**config.mk**
```make
export PLATFORM = sky130hd
export DESIGN_NAME = rng_postproc
export DESIGN_NICKNAME = d
export VERILOG_FILES = /design/src/rtl/rng_pkg.sv /design/src/rtl/rng_hlth.sv /design/src/rtl/rng_postproc.sv
export SDC_FILE = /design/constraint.sdc
export NUM_CORES = 1
export LEC_CHECK = 0
export BUFFER_PORTS_ARGS = -buffer_cell sky130_fd_sc_hd__buf_4
export CAP_MARGIN = 20
export CORE_ASPECT_RATIO = 0.75
export CORE_MARGIN = 5
export CORE_UTILIZATION = 50
export CTS_BUF_LIST = sky130_fd_sc_hd__clkbuf_8
export CTS_CLUSTER_DIAMETER = 40
export CTS_CLUSTER_SIZE = 24
export DETAILED_ROUTE_END_ITERATION = 8
export PLACE_DENSITY = 0.73
export SLEW_MARGIN = 30
export SYNTH_ARGS = -nofsm -noshare
export SYNTH_HDL_FRONTEND = slang
export SYNTH_SLANG_ARGS = --single-unit
```
**constraint.sdc**
```tcl
create_clock -name clk -period 4.09 [get_ports clk]
set_clock_uncertainty 0.2 [all_clocks]
set_input_delay 0.6135 -clock clk [delete_from_list [all_inputs] [get_ports clk]]
set_output_delay 0.6135 -clock clk [all_outputs]
set_load 0.005 [all_outputs]
```
**src/rtl/rng_pkg.sv**
```systemverilog
// Shared constants for the ring-oscillator TRNG post-processor: FSM encodings,
// generator defaults and health-test thresholds.
package rng_pkg;

  localparam logic [1:0] ST_SEED = 2'd0;
  localparam logic [1:0] ST_RUN  = 2'd1;
  localparam logic [1:0] ST_FAIL = 2'd2;

  localparam int              LFSR_W_DEF    = 43;
  localparam logic [42:0]     LFSR_TAPS_DEF = 43'h630_0000_0000;
  localparam int              CASR_W_DEF    = 37;
  localparam int              CASR_150_DEF  = 28;
  localparam int              WORD_W_DEF    = 32;
  localparam int              INIT_BITS_DEF = 80;

  localparam int RCT_CUTOFF_DEF = 32;
  localparam int APT_WIN_DEF    = 512;
  localparam int APT_CUTOFF_DEF = 410;

endpackage

```
**src/rtl/rng_hlth.sv**
```systemverilog
// Continuous health tests on a raw entropy stream: repetition-count and
// adaptive-proportion counters with sticky failure flags.
module rng_hlth
  import rng_pkg::*;
#(
  parameter int RCT_CUTOFF = RCT_CUTOFF_DEF,
  parameter int APT_WIN    = APT_WIN_DEF,
  parameter int APT_CUTOFF = APT_CUTOFF_DEF
) (
  input  logic clk,
  input  logic rst_n,
  input  logic sample,
  input  logic sample_valid,
  input  logic clr,
  output logic rct_fail,
  output logic apt_fail,
  output logic fail_evt
);

  localparam int RCT_CW = $clog2(RCT_CUTOFF + 1);
  localparam int APT_WW = $clog2(APT_WIN);
  localparam int APT_CW = $clog2(APT_WIN + 1);

  logic [RCT_CW-1:0] rct_cnt, rct_nxt;
  logic              last_bit;
  logic [APT_WW-1:0] win_cnt;
  logic              ref_bit;
  logic [APT_CW-1:0] apt_cnt, apt_nxt;
  logic              rct_hit, apt_hit;

  // NOTE: every always_comb output gets a default first so no path can infer a latch.
  always_comb begin
    rct_nxt = rct_cnt;
    if (rct_cnt == '0 || sample != last_bit)
      rct_nxt = RCT_CW'(1);
    else if (rct_cnt != RCT_CW'(RCT_CUTOFF))
      rct_nxt = rct_cnt + 1'b1;

    apt_nxt = (win_cnt == '0) ? APT_CW'(1) : apt_cnt + APT_CW'(sample == ref_bit);

    rct_hit  = sample_valid && !clr && (rct_nxt == RCT_CW'(RCT_CUTOFF));
    apt_hit  = sample_valid && !clr && (apt_nxt >= APT_CW'(APT_CUTOFF));
    fail_evt = rct_hit | apt_hit;
  end

  // NOTE: state registers use non-blocking assignment so all flops update from pre-edge values.
  always_ff @(posedge clk or negedge rst_n) begin
    if (!rst_n) begin
      rct_cnt  <= '0;
      last_bit <= 1'b0;
      win_cnt  <= '0;
      ref_bit  <= 1'b0;
      apt_cnt  <= '0;
      rct_fail <= 1'b0;
      apt_fail <= 1'b0;
    end else if (clr) begin
      rct_cnt  <= '0;
      last_bit <= 1'b0;
      win_cnt  <= '0;
      ref_bit  <= 1'b0;
      apt_cnt  <= '0;
      rct_fail <= 1'b0;
      apt_fail <= 1'b0;
    end else if (sample_valid) begin
      rct_cnt  <= rct_nxt;
      last_bit <= sample;
      apt_cnt  <= apt_nxt;
      if (win_cnt == '0) ref_bit <= sample;
      win_cnt  <= (win_cnt == APT_WW'(APT_WIN - 1)) ? '0 : win_cnt + 1'b1;
      if (rct_hit) rct_fail <= 1'b1;
      if (apt_hit) apt_fail <= 1'b1;
    end
  end

endmodule

```
**src/rtl/rng_postproc.sv**
```systemverilog
// TRNG post-processor: seeds an LFSR and a hybrid rule-90/150 CASR, whitens
// their combined output into words and halts on raw-stream health failures.
module rng_postproc
  import rng_pkg::*;
#(
  parameter int                LFSR_W     = LFSR_W_DEF,
  parameter logic [LFSR_W-1:0] LFSR_TAPS  = LFSR_TAPS_DEF,
  parameter int                CASR_W     = CASR_W_DEF,
  parameter int                CASR_150   = CASR_150_DEF,
  parameter int                WORD_W     = WORD_W_DEF,
  parameter int                INIT_BITS  = INIT_BITS_DEF,
  parameter int                RCT_CUTOFF = RCT_CUTOFF_DEF,
  parameter int                APT_WIN    = APT_WIN_DEF,
  parameter int                APT_CUTOFF = APT_CUTOFF_DEF
) (
  input  logic                     clk,
  input  logic                     rst_n,
  input  logic                     i_raw_bit,
  input  logic                     i_raw_valid,
  input  logic                     i_en,
  input  logic                     i_ptb_en,
  input  logic                     i_use_seed,
  input  logic [LFSR_W+CASR_W-1:0] i_seed,
  input  logic                     i_hlth_clr,
  output logic [WORD_W-1:0]        o_word,
  output logic                     o_word_valid,
  input  logic                     i_word_ready,
  output logic                     o_initdone,
  output logic                     o_rct_fail,
  output logic                     o_apt_fail,
  output logic [LFSR_W+CASR_W-1:0] o_state
);

  localparam int ICW = $clog2(INIT_BITS + 1);
  localparam int BCW = $clog2(WORD_W);
  localparam logic [CASR_W-1:0] RULE150_MASK = {{(CASR_W-1){1'b0}}, 1'b1} << CASR_150;

  logic [1:0]        state;
  logic [LFSR_W-1:0] lfsr, lfsr_step;
  logic [CASR_W-1:0] casr, casr_step;
  logic [CASR_W+1:0] casr_pad;
  logic [ICW-1:0]    init_cnt;
  logic [WORD_W-1:0] acc, word_q;
  logic [BCW-1:0]    bit_cnt;
  logic              acc_full, word_valid, use_seed_q;
  logic              p, lfsr_fb, out_bit, consume, fail_evt, fail_now, reseed;

  rng_hlth #(
    .RCT_CUTOFF (RCT_CUTOFF),
    .APT_WIN    (APT_WIN),
    .APT_CUTOFF (APT_CUTOFF)
  ) u_hlth (
    .clk          (clk),
    .rst_n        (rst_n),
    .sample       (i_raw_bit),
    .sample_valid (i_raw_valid),
    .clr          (i_hlth_clr),
    .rct_fail     (o_rct_fail),
    .apt_fail     (o_apt_fail),
    .fail_evt     (fail_evt)
  );

  // The padded copy supplies p as the missing neighbour at both CASR ends.
  always_comb begin
    p         = i_raw_bit & i_raw_valid & i_ptb_en;
    lfsr_fb   = ~^(lfsr & LFSR_TAPS) ^ p;
    lfsr_step = {lfsr[LFSR_W-2:0], lfsr_fb};
    casr_pad  = {p, casr, p};
    casr_step = casr_pad[CASR_W+1:2] ^ casr_pad[CASR_W-1:0] ^ (casr & RULE150_MASK);
    out_bit   = lfsr[LFSR_W-1] ^ casr[CASR_W-1];
    consume   = word_valid & i_word_ready;
    fail_now  = fail_evt | o_rct_fail | o_apt_fail;
    reseed    = i_use_seed & ~use_seed_q;
  end

  always_ff @(posedge clk or negedge rst_n) begin
    if (!rst_n) begin
      state      <= ST_SEED;
      lfsr       <= '0;
      casr       <= '0;
      init_cnt   <= '0;
      acc        <= '0;
      bit_cnt    <= '0;
      acc_full   <= 1'b0;
      word_q     <= '0;
      word_valid <= 1'b0;
      use_seed_q <= 1'b0;
    end else begin
      use_seed_q <= i_use_seed;
      if (consume) word_valid <= 1'b0;
      if (state == ST_FAIL) begin
        if (i_hlth_clr) state <= ST_SEED;
      end else if (fail_now && !i_hlth_clr) begin
        state      <= ST_FAIL;
        word_valid <= 1'b0;
        acc        <= '0;
        bit_cnt    <= '0;
        acc_full   <= 1'b0;
        init_cnt   <= '0;
      end else if (state == ST_SEED) begin
        if (i_use_seed) begin
          {casr, lfsr} <= i_seed;
          state        <= ST_RUN;
        end else if (i_raw_valid) begin
          lfsr     <= {lfsr[LFSR_W-2:0], i_raw_bit};
          casr     <= {casr[CASR_W-2:0], lfsr[LFSR_W-1]};
          init_cnt <= init_cnt + 1'b1;
          if (init_cnt == ICW'(INIT_BITS - 1)) state <= ST_RUN;
        end
      end else if (reseed) begin
        // Reload discards the partial accumulator but leaves a presented word alone.
        {casr, lfsr} <= i_seed;
        acc          <= '0;
        bit_cnt      <= '0;
        acc_full     <= 1'b0;
      end else begin
        if (i_en) begin
          lfsr <= lfsr_step;
          casr <= casr_step;
        end
        if (acc_full) begin
          if (!word_valid || consume) begin
            word_q     <= acc;
            word_valid <= 1'b1;
            acc_full   <= 1'b0;
          end
        end else if (i_en) begin
          acc <= {acc[WORD_W-2:0], out_bit};
          if (bit_cnt == BCW'(WORD_W - 1)) begin
            bit_cnt <= '0;
            if (!word_valid || consume) begin
              word_q     <= {acc[WORD_W-2:0], out_bit};
              word_valid <= 1'b1;
            end else begin
              acc_full <= 1'b1;
            end
          end else begin
            bit_cnt <= bit_cnt + 1'b1;
          end
        end
      end
    end
  end

  assign o_word       = word_q;
  assign o_word_valid = word_valid;
  assign o_initdone   = (state == ST_RUN);
  assign o_state      = {casr, lfsr};

endmodule
```
==> metrics.md <==
| Metric | Value |
|---|---|
| Number of enable flip-flop cells after synthesis | 0 |
| Count of H-tree levels built during CTS | 4 |
| Pin count of the biggest net entering global routing | 108 |
| Transition at the pin with the smallest max-transition slack | 0.859 ns |
| Total CTS buffers | 17 |
| Clock tree from TritonCTS | yes |
| Largest buffer count on any clock path | 2 |
| Leakage power total | 6.06 nW |
| Cell-internal power | 0.00456 W |
| Antenna violations before repair | 0 |
| Worst setup margin | 0.644 ns |
| Syn avg cell area | 9.02 um^2 |
| Die width | 184 um |
| Final-stage net count | 1489 |
| Number of cells after detailed placement | 1662 |
| Mapped Area | 11300 um^2 |
| Routed length per placed instance | 17.0 um |
| Post-placement cell area | 13000 um^2 |
| Run status | complete, no violations |
| Max capacitance violation total | 0 |
| Total area of multi-input combinational cells | 5920 um^2 |
| GPL Wtd Cong | 0.828 |
| Crit path capture type | flip-flop |
| Library cell with the highest instance count after synthesis | nand2_1 |
| Start point of the worst hold path | i_use_seed |
| Max-slew violation count | 0 |
| Clock network fraction of design power | 17.6% |
| Die area | 25700 um^2 |
| Async S/R FF share, synth | 100% |
| Register area share after synthesis | 42.1% |
| Port Buffers | 204 |
| Data arrival time at the worst-slack endpoint | 3.60 ns |
| Logic pwr share | 39.9% |
| Instance count along the most critical hold path | 1 |
| Residual overflow from global routing | 0 |
| Number of nets with antenna violations after detailed routing | 0 |
| Classification of the worst-slack hold path | primary input to flip-flop |
| Fraction of post-synthesis cell area in the top cell type by area | 42.1% |
| Unique masters post-synth | 61 |
| Clock root buffer | clkbuf_8 |
| Post-Place Worst Slack | 0.293 ns |
| Half-perimeter wire length after placement | 19200 um |
| Via count normalized by instance count | 5.70 |
| Clock slew at the register clock pins of the worst setup and hold paths | 0.10 ns |
| First drt pass iteration count | 5 |
| Row count | 47 |
| Floorplan Core Area | 22200 um^2 |
| DRT Wirelength | 28800 um |
| Launching element type of the critical path | flip-flop |
| Net switching fraction of the power | 36.1% |
| Worst max-slew margin expressed relative to the limit | 42.5% |
| Number of inserted diodes | 0 |
| DRC violations left | 0 |
| Final setup violating endpoints | 0 |
| Initial Utilization | 50.9% |
| Most numerous cell types in the synthesized netlist | nand2_1 (197), dfrtp_1 (190), o21ai_0 (105) |
| Worst r2r path cells | 11 |
| Period utilization | 84.3% |
| Layout cell share with drive strength beyond 1 | 27.0% |
| Sum of negative setup slack | 0 ns |
| Net count after synthesis | 1351 |
| Type of the worst setup path | flip-flop to flip-flop |
| Vias in the first global route | 9217 |
| Unrepaired setup endpoints after global routing | false |
| Reg-to-reg setup timing slack | 0.64 ns |
| Number of non-filler instances in the completed layout | 1695 |
| Iteration-0 DRC count of the detailed router | 964 |
| Worst IR Drop VDD | 0.351 mV |
| Maximum fanout encountered on the critical timing path | 43 |
| First-pass GRT wire length | 48100 um |
| Total track usage | 22.3% |
| Synth area leaders | dfrtp_1 (42%), mux2_2 (10%), nand2_1 (6.6%), o21ai_0 (4.7%), nand4_1 (3.8%) |
| Gate Count Post-Synth | 1251 |
| FF+latch count, synth | 190 |
| Reg-to-reg startpoint | u_hlth.ref_bit$_DFFE_PN0P_ |
| Register area | 4750 um^2 |
| Cell type with the highest aggregate area in the netlist | dfrtp_1 |
| Power per cell area | 534 nW/um^2 |
| Clock sink total | 190 |
| Fill cells | 1955 |
| Die H | 140 um |
| Final cell area excluding filler cells | 13400 um^2 |
| Critical R2R Capture | casr[6]$_DFFE_PN0P_ |
| Number of hold-slack violations in the final timing report | 0 |
| Clock insertion delay at the later pin of the skew report | 0.48 ns |
| Min Tclk post-route | 3.45 ns |
| Number of vias in the routed layout | 9667 |
| Main flop type after synthesis | dfrtp_1 |
| Net Sw Power | 0.00258 W |
| Required arrival time at the worst endpoint | 4.24 ns |
| Fmax | 290 MHz |
| Number of warning messages in the yosys log | 0 |
| Share of power burned in registers | 42.5% |
| Synth-to-Final Area Change | 18.5% |
| I/O pin cnt | 205 |
| Terminating pin of the worst hold path | use_seed_q$_DFF_PN0_ |
## worst max-delay path, cell delays in order (launching register included)
cell and delay, ns:
dfrtp_1 0.40, xnor2_1 0.22, ha_1 0.19, ha_1 0.34, nand3_1 0.14, xor2_1 0.17, o32a_1 0.30, o41ai_2 0.40
nand2_2 0.17, nand3_4 0.14, buf_12 0.26, mux2_2 0.37
## what timing repair did
item	4_1_cts	5_1_grt
hold buffers	0	1
hold endpoints to repair	0	56
buffers inserted	0	0
resized for setup	0	0
## worst max-delay path by stage
stage	endpoint	slack, ns	from
final	casr[6]$_DFFE_PN0P_	0.64	u_hlth.ref_bit$_DFFE_PN0P_
after global routing	lfsr[0]$_DFFE_PN0P_	0.48	u_hlth.ref_bit$_DFFE_PN0P_
after CTS	casr[6]$_DFFE_PN0P_	0.65	u_hlth.ref_bit$_DFFE_PN0P_
after detailed placement	lfsr[36]$_DFFE_PN0P_	0.29	i_raw_bit
after global placement	lfsr[34]$_DFFE_PN0P_	0.34	i_raw_bit
after floorplan	o_word[22]$_DFFE_PN0P_	0.55	i_raw_bit
## layout by cell type, fill, tap and decap left out, types with 10 or more instances in the layout
cell | netlist | final
a211o_1 | 35 | 35
dfrtp_1 | 190 | 190
buf_4 | 11 | 223
nand4_1 | 69 | 69
a22o_1 | 34 | 34
xnor2_1 | 47 | 47
mux2_2 | 103 | 103
inv_1 | 44 | 44
nor2_1 | 71 | 69
nand2_1 | 197 | 194
nand3_1 | 23 | 23
ha_1 | 11 | 11
nor2b_1 | 20 | 19
clkbuf_8 | 0 | 18
xor2_1 | 12 | 12
o211ai_1 | 36 | 36
and3_1 | 10 | 10
o21ai_0 | 105 | 105
a21oi_1 | 53 | 53
## through the flow
stage / utilization [%] / hold slack [ns] / total power [W]
after floorplan: - / 0.118 / 0.00475
after global placement: 58.4 / 0.275 / 0.00583
after detailed placement: 58.4 / 0.287 / 0.00593
after CTS: 60.2 / 0.0677 / 0.00719
after global routing: 60.4 / 0.136 / 0.00765
final: 60.4 / 0.177 / 0.00714
## power by group through the flow
stage	registers, W	logic [W]	clock network [W]
2_1_floorplan	0.00280	0.00195	0
3_3_place_gp	0.00304	0.00279	0
3_5_place_dp	0.00306	0.00287	0
4_1_cts	0.00303	0.00288	0.00128
5_1_grt	0.00314	0.00315	0.00136
6_report	0.00304	0.00285	0.00125
## per-layer routing
| metal | GRT usage (%) | wire length (um) | up-vias |
|---|---|---|---|
| li1 | - | - | 4692 |
| met1 | 33.5 | 13500 | 4679 |
| met2 | 32.5 | 12900 | 278 |
| met3 | 6.58 | 2130 | 18 |
| met4 | 4.15 | 229 | 0 |
| met5 | 0 | 0 | - |
## final cells by class
class / instances / share of cell area, %
tap: 294 / 2.75
clock inverter: 14 / 1.14
timing repair buffer: 229 / 13.3
clock buffer: 17 / 1.75
inverter: 45 / 1.26
multi-input combinational: 906 / 44.2
sequential: 190 / 35.5
## state kept, by name, summed over array words and instances, names as in the netlist, 2 cells and up
signal and count:
init_cnt 7, acc 32, u_hlth.rct_cnt 6, o_word 32
u_hlth.apt_cnt 10, u_hlth.win_cnt 9, lfsr 43, state 2
casr 37, bit_cnt 5
## cells by family (layout without fill, tap and decap cells)
kind of cell / after synthesis / in the layout / share of synthesized area [%]
compound gates: 289 / 289 / 16.8
mux: 115 / 115 / 11.4
flops: 190 / 190 / 42.1
simple gates: 431 / 431 / 18.0
xor+xnor: 60 / 60 / 4.72
buf+inv: 155 / 305 / 5.65
fa+ha+maj: 11 / 11 / 1.22
Note: power is estimated with default switching activity, not from simulation.
